===== src/rtl/noc_read_buffer.sv =====
// NoC egress read buffer: small FIFO between the NoC egress port and a processor read conduit.
// Optional saturating drop counter (ovf_cnt) is built only when NOC_READ_BUFFER_OVF_CNT_EN is defined.
module noc_read_buffer #(
    parameter int DEPTH = 4,
    parameter int CW    = 3
) (
    input  logic          clk,
    input  logic          reset_n,
    input  logic [31:0]   noc_in,
    input  logic          rd_ack,
    input  logic          clr_ovf,
    output logic [31:0]   rd_data,
    output logic [CW-1:0] count,
    output logic          full,
`ifdef NOC_READ_BUFFER_OVF_CNT_EN
    output logic [7:0]    ovf_cnt,
`endif
    output logic          ovf
);

    localparam int AW = (DEPTH > 1) ? $clog2(DEPTH) : 1;

    logic [30:0]   r_mem [DEPTH];
    logic [AW-1:0] r_wptr;
    logic [AW-1:0] r_rptr;
    logic [CW-1:0] r_count;
    logic          r_ovf;
`ifdef NOC_READ_BUFFER_OVF_CNT_EN
    logic [7:0]    r_ovf_cnt;
`endif

    logic w_pop;
    logic w_push;
    logic w_drop;
    logic w_full;
    logic w_not_empty;

    // A full FIFO still accepts a word when the same cycle frees a slot.
    always_comb begin
        w_not_empty = (r_count != '0);
        w_full      = (r_count == CW'(DEPTH));
        w_pop       = rd_ack && w_not_empty;
        w_push      = noc_in[31] && (!w_full || w_pop);
        w_drop      = noc_in[31] && w_full && !w_pop;
    end

    always_ff @(posedge clk or negedge reset_n) begin
        if (!reset_n) begin
            r_wptr  <= '0;
            r_rptr  <= '0;
            r_count <= '0;
            r_ovf   <= 1'b0;
        end else begin
            if (w_push) r_wptr <= r_wptr + AW'(1);
            if (w_pop)  r_rptr <= r_rptr + AW'(1);
            case ({w_push, w_pop})
                2'b10:   r_count <= r_count + CW'(1);
                2'b01:   r_count <= r_count - CW'(1);
                default: r_count <= r_count;
            endcase
            if (w_drop)       r_ovf <= 1'b1;
            else if (clr_ovf) r_ovf <= 1'b0;
        end
    end

`ifdef NOC_READ_BUFFER_OVF_CNT_EN
    // Clear and a coincident drop leave the counter at one.
    always_ff @(posedge clk or negedge reset_n) begin
        if (!reset_n) begin
            r_ovf_cnt <= '0;
        end else if (clr_ovf) begin
            r_ovf_cnt <= w_drop ? 8'd1 : 8'd0;
        end else if (w_drop && (r_ovf_cnt != 8'hFF)) begin
            r_ovf_cnt <= r_ovf_cnt + 8'd1;
        end
    end

    assign ovf_cnt = r_ovf_cnt;
`endif

    always_ff @(posedge clk) begin
        if (w_push) r_mem[r_wptr] <= noc_in[30:0];
    end

    assign rd_data = {w_not_empty, w_not_empty ? r_mem[r_rptr] : 31'd0};
    assign count   = r_count;
    assign full    = w_full;
    assign ovf     = r_ovf;

endmodule

===== config.mk =====
export PLATFORM = sky130hd
export DESIGN_NAME = noc_read_buffer
export DESIGN_NICKNAME = d
export VERILOG_FILES = /design/src/rtl/noc_read_buffer.sv
export SDC_FILE = /design/constraint.sdc
export NUM_CORES = 1
export LEC_CHECK = 0
export ABC_CLOCK_PERIOD_IN_PS = 2610
export BUFFER_PORTS_ARGS = -buffer_cell sky130_fd_sc_hd__buf_4
export CORE_MARGIN = 1
export CORE_UTILIZATION = 55
export CTS_CLUSTER_SIZE = 28
export DETAILED_ROUTE_END_ITERATION = 12
export GPL_TIMING_DRIVEN = 0
export MAX_ROUTING_LAYER = met4
export PLACE_DENSITY = 0.78
export SLEW_MARGIN = 20
export SYNTH_ARGS = -nofsm -noshare
export SYNTH_HDL_FRONTEND = slang
export SYNTH_SLANG_ARGS = --single-unit

===== constraint.sdc =====
create_clock -name clk -period 2.61 [get_ports clk]
set_input_delay 0.1305 -clock clk [delete_from_list [all_inputs] [get_ports clk]]
set_output_delay 0.1305 -clock clk [all_outputs]
set_load 0.02 [all_outputs]

Word-level counts from Yosys, hierarchy flattened --
Memory sizes are Yosys's and may differ from the RTL's. Cells that the tools add are included. W data, S select, Z words.
Cells by class: reductions and logical operators 10, add/subtract/negate cells 4, muxes and demuxes 6, eq/ne operators 3
Operator list (number):
- $mux W31 | 1
- $pmux W3 S2 | 1
- $add A2 B1 Y2 const B | 2
- $logic_and A1 B1 Y1 | 4
- $mux W1 | 4
- $reduce_bool A2 Y1 | 2
- $add A3 B1 Y3 const B | 1
- $eq A3 B3 Y1 const B | 1
- $reduce_bool A3 Y1 | 1
- $sub A3 B1 Y3 const B | 1
- $eq A2 B1 Y1 const B | 1
- $eq A2 B2 Y1 const B | 1
- $logic_not A1 Y1 | 2
- $logic_or A1 B1 Y1 | 1
Word-level totals: register bits 8, logic and storage cells 28, memories 1, input port bits 36, RAM bits 124
Memories:
- r_mem | words 4, bits a word 31, read ports 1, clocked after memory_dff 0, write ports 1, RTL line 23 | logic [30:0] r_mem [DEPTH];

Logic depth before layout (Yosys ltp) --
depth after elaboration 6, mapped depth 8, mapped depth without buffers 7

Worst setup path before layout --
OpenSTA, ideal clock, no wires.
path kind flip-flop to flip-flop, start point register r_count[0] (netlist: count[0]), end point register r_count[1] (netlist: count[1]), slack 0.439 ns, period minus slack after synthesis 2.171 ns, data required time 2.523 ns, data arrival time 2.084 ns, cell stages (with the launch flop) 9, path through dfrtp_1 -> or3_1 -> buf_2 -> nand2_1 -> or2_2 -> fa_1 -> o21ba_2 -> o211ai_1 -> a22oi_1
Between the ends: cells in the longest elaborated chain, start to end 6, elaborated cells on any way between the ends 12, classes of those cells 2 x add/sub; 3 x eq/ne; 1 x mux; 6 x reduce/logical
RTL lines:
- start, declared | RTL line 26 | logic [CW-1:0] r_count;
- start signal, assigned | RTL line 57 | 2'b10: r_count <= r_count + CW'(1);
- start signal, assigned | RTL line 58 | 2'b01: r_count <= r_count - CW'(1);
- start signal, assigned | RTL line 59 | default: r_count <= r_count;
- $eq A3 B3 Y1 / $reduce_bool A3 Y1 (equally long branches) | RTL line 41, 40
- $logic_not A1 Y1 / $logic_and A1 B1 Y1 (equally long branches) | RTL line 43, 42
- $logic_or A1 B1 Y1 | RTL line 43 | w_push = noc_in[31] && (!w_full || w_pop);
- $logic_and A1 B1 Y1 | RTL line 43
- $eq A2 B1 Y1 / $eq A2 B2 Y1 (equally long branches) | RTL line 56 | case ({w_push, w_pop})
- $pmux W3 S2 / $reduce_bool A2 Y1 (equally long branches)
Parallel ways exist; a longest one is shown, timed or not. A chain may end at the register's enable or synchronous reset.

Worst setup path after layout --
start point register r_count[0] (netlist: count[0]), end point output rd_data[2]
Between the ends: cells in the longest elaborated chain, start to end 2
RTL lines:
- $reduce_bool A3 Y1 | RTL line 40 | w_not_empty = (r_count != '0);
- $mux W31 | RTL line 85 | assign rd_data = {w_not_empty, w_not_empty ? r_mem[r_rptr] : 31'd0};
- end, declared | RTL line 12 | output logic [31:0] rd_data,
No other way between the ends.

==> results.toml <==
[timing]
rsz0062_at_grt = "no"
skew_ns = 0.0124
relSlewSlack_pct = 70.9
fin_crit_sh_pct = 87.3
worst_slew_pin_slew_ns = 0.436
hold_viol = 0
setup_viol = 0
final.setup.tns_ns = 0
fin_crit_ns = 2.28
clock.fmax_ghz = 0.439
slew_violations = 0

[place]
portBuffers = 72
gp_congestion = 0.724
dp_hpwl_mm = 5.88
dp.cells = 457

[grt]
grt_max_degree = 28
grt_pass1_wl_mm = 15.2
top_usage_layer = "met2"
antenna_found_initial = 0
grt_overflow_total = 0
use_met1_pct = 26.2
met2_usage_pct = 37.6
grt.total_usage_pct = 22.4
first_global_vias = 2956
gr-usage-met3_pct = 4.81

[floorplanning]
die_height_um = 99.9
die_x_um = 99.9
die_area_um2 = 9990
coreArea_um2 = 9280
ioPinCount = 73
start_util_pct = 56.8
row_count = 35

[cells_and_area]
fillers = 540
nets = 424
seqCellArea_um2 = 3920
syn_to_final_growth_pct = 33.0
fin_cells = 525
multi_input_area_um2 = 1220
drive_above_1_share_pct = 38.6
diodes = 0

[synth]
synth.ff_latch_count = 132
syn-cell-area_um2 = 5280
syn_avg_cell_area_um2 = 20.9
seq_area_frac_synth_pct = 74.4
ys.flop_type = "edfxtp_1"
netlist_top_cells_area = "edfxtp_1, mux4_2, and2_1"
async_flop_share_pct = 6.06
synth_most_common_cell = "edfxtp_1"
synth-edff-count = 124
synth_top_area_share_pct = 70.6
synth_common_cells = "edfxtp_1, and2_1, mux4_2"
synth_warnings = 0
synthCells = 252
syn_nets = 293
synth.distinct_cells = 33
synth.largest_area_cell = "edfxtp_1"

[clocking]
cts_made_buffers = 17
clock_path_buffers = 2
clk_latency_ns = 0.51
postCtsSetupBuffers = 0
hold_buffers = 36
clock_sinks = 132
cts_tree = "yes"
cts_max_level = 4
cts.repair.resized = 0
root_buffer = "clkbuf_8"
clkTransAtPathRegs_ns = 0.06

[setup_path]
critical_path_class = "register to output port"
crit_fanout = 10
arrival_ns = 2.15
cp-end-kind = "output port"
reg2reg_depth = 8
critPathRequiredTime_ns = 2.48
worstSetupStartpointType = "register"
regToRegSetupSlack_ns = 0.34

[detailed_routing]
drt_iter0_drc = 124
wire_per_inst_um = 19.1
drc_errors = 0
wl_mm = 10.0
vias = 2811
drt-vias-per-instance = 5.35
first_pass_iters = 4
detail-route-antenna-nets = 0

[job]
max-cap-violations = 0

[power]
p_per_area_nw_per_um2 = 1220
p_leak_nw = 2.55
ir_drop_uv = 634

[worst_hold_path]
hold_path.class = "primary input to register"
hold_depth = 4

[run_status]
outcome = "complete, no violations"
-- metal layers --
metal	up-vias	part of all wire, %
li1	1265	-
met2	96	53
met4	0	1.5
met5	-	0
met3	11	3.7
met1	1439	41
-- power breakdown --
part	internal, mW	switching (mW)	leakage, nW
logic	1.63	1.68	1.04
clock network	1.45	0.853	0.276
registers	2.80	0.161	1.23
total	5.87	2.70	2.55
-- area by class of cell --
cell class | count | area share, %
multi-input combinational | 101 | 17.4
inverter | 5 | 0.267
sequential | 132 | 55.9
timing repair buffer | 112 | 14.2
clock inverter | 14 | 2.30
tap | 129 | 2.30
buffer | 14 | 1.71
clock buffer | 18 | 5.95
-- state kept, by name (all words and copies together), names as in the netlist --
register and cells:
ovf 1, r_mem 124, r_wptr 2, count 3, r_rptr 2
-- critical path: stages (launching register included) --
cell	delay, ns
dfrtp_1	0.46
or3_1	0.38
buf_2	0.17
clkbuf_1	0.24
and2_1	0.22
buf_4	0.16
-- path summary, 6_finish.rpt --
check / end / start
worst max-delay path: rd_data[2] / count[0]$_DFFE_PN0P_
worst min-delay path: r_rptr[1]$_DFFE_PN0N_ / rd_ack
worst max register to register: count[1]$_DFFE_PN0P_ / count[0]$_DFFE_PN0P_
worst min register to register: r_wptr[1]$_DFFE_PN0P_ / r_wptr[1]$_DFFE_PN0P_
max in group asynchronous: r_rptr[1]$_DFFE_PN0N_ / reset_n
min in group asynchronous: count[2]$_DFFE_PN0P_ / reset_n
-- through the flow --
stage	setup WS [ns]	utilization [%]	cell area, um^2	hold slack, ns	power, mW
2_1_floorplan	0.439	-	5280	-0.165	5.04
3_3_place_gp	0.0264	64.4	5980	-0.0443	6.09
3_5_place_dp	0.360	65.5	6080	-0.0410	6.27
4_1_cts	0.266	75.6	7020	0.0933	8.64
5_1_grt	0.213	75.6	7020	0.125	8.93
6_report	0.332	75.6	7020	0.107	8.57
-- layout by cell type (no fill, tap or decap), drive strengths merged --
cell type	n
edfxtp	124
buf	87
dlygate4sd3	36
and2	36
mux4	31
clkbuf	21
dfrtp	8
clkinv	7
inv	6
ha	4
nand2	3
xnor2	3
clkinvlp	3
bufinv	3
nor2	2
xor2	2
nand3	2
o211ai	2
o21ai	2
or3	1
or2	1
nor4b	1
nor2b	1
o21ba	1
a22oi	1
and3	1
o32ai	1
mux2	1
nand2b	1
nand3b	1
o22a	1
o221ai	1
fa	1
-- logic make-up after synthesis --
group	Yosys count	share of synthesized area, %
buffers and inverters	19	2.63
multiplexers	32	13.7
flip-flops	132	74.4
XOR/XNOR	5	0.830
AO/OA/AOI/OAI	9	1.30
adder cells (fa/ha/maj)	5	1.33
AND/OR/NAND/NOR	50	5.88
No activity file was read; power rests on OpenSTA's default activity.
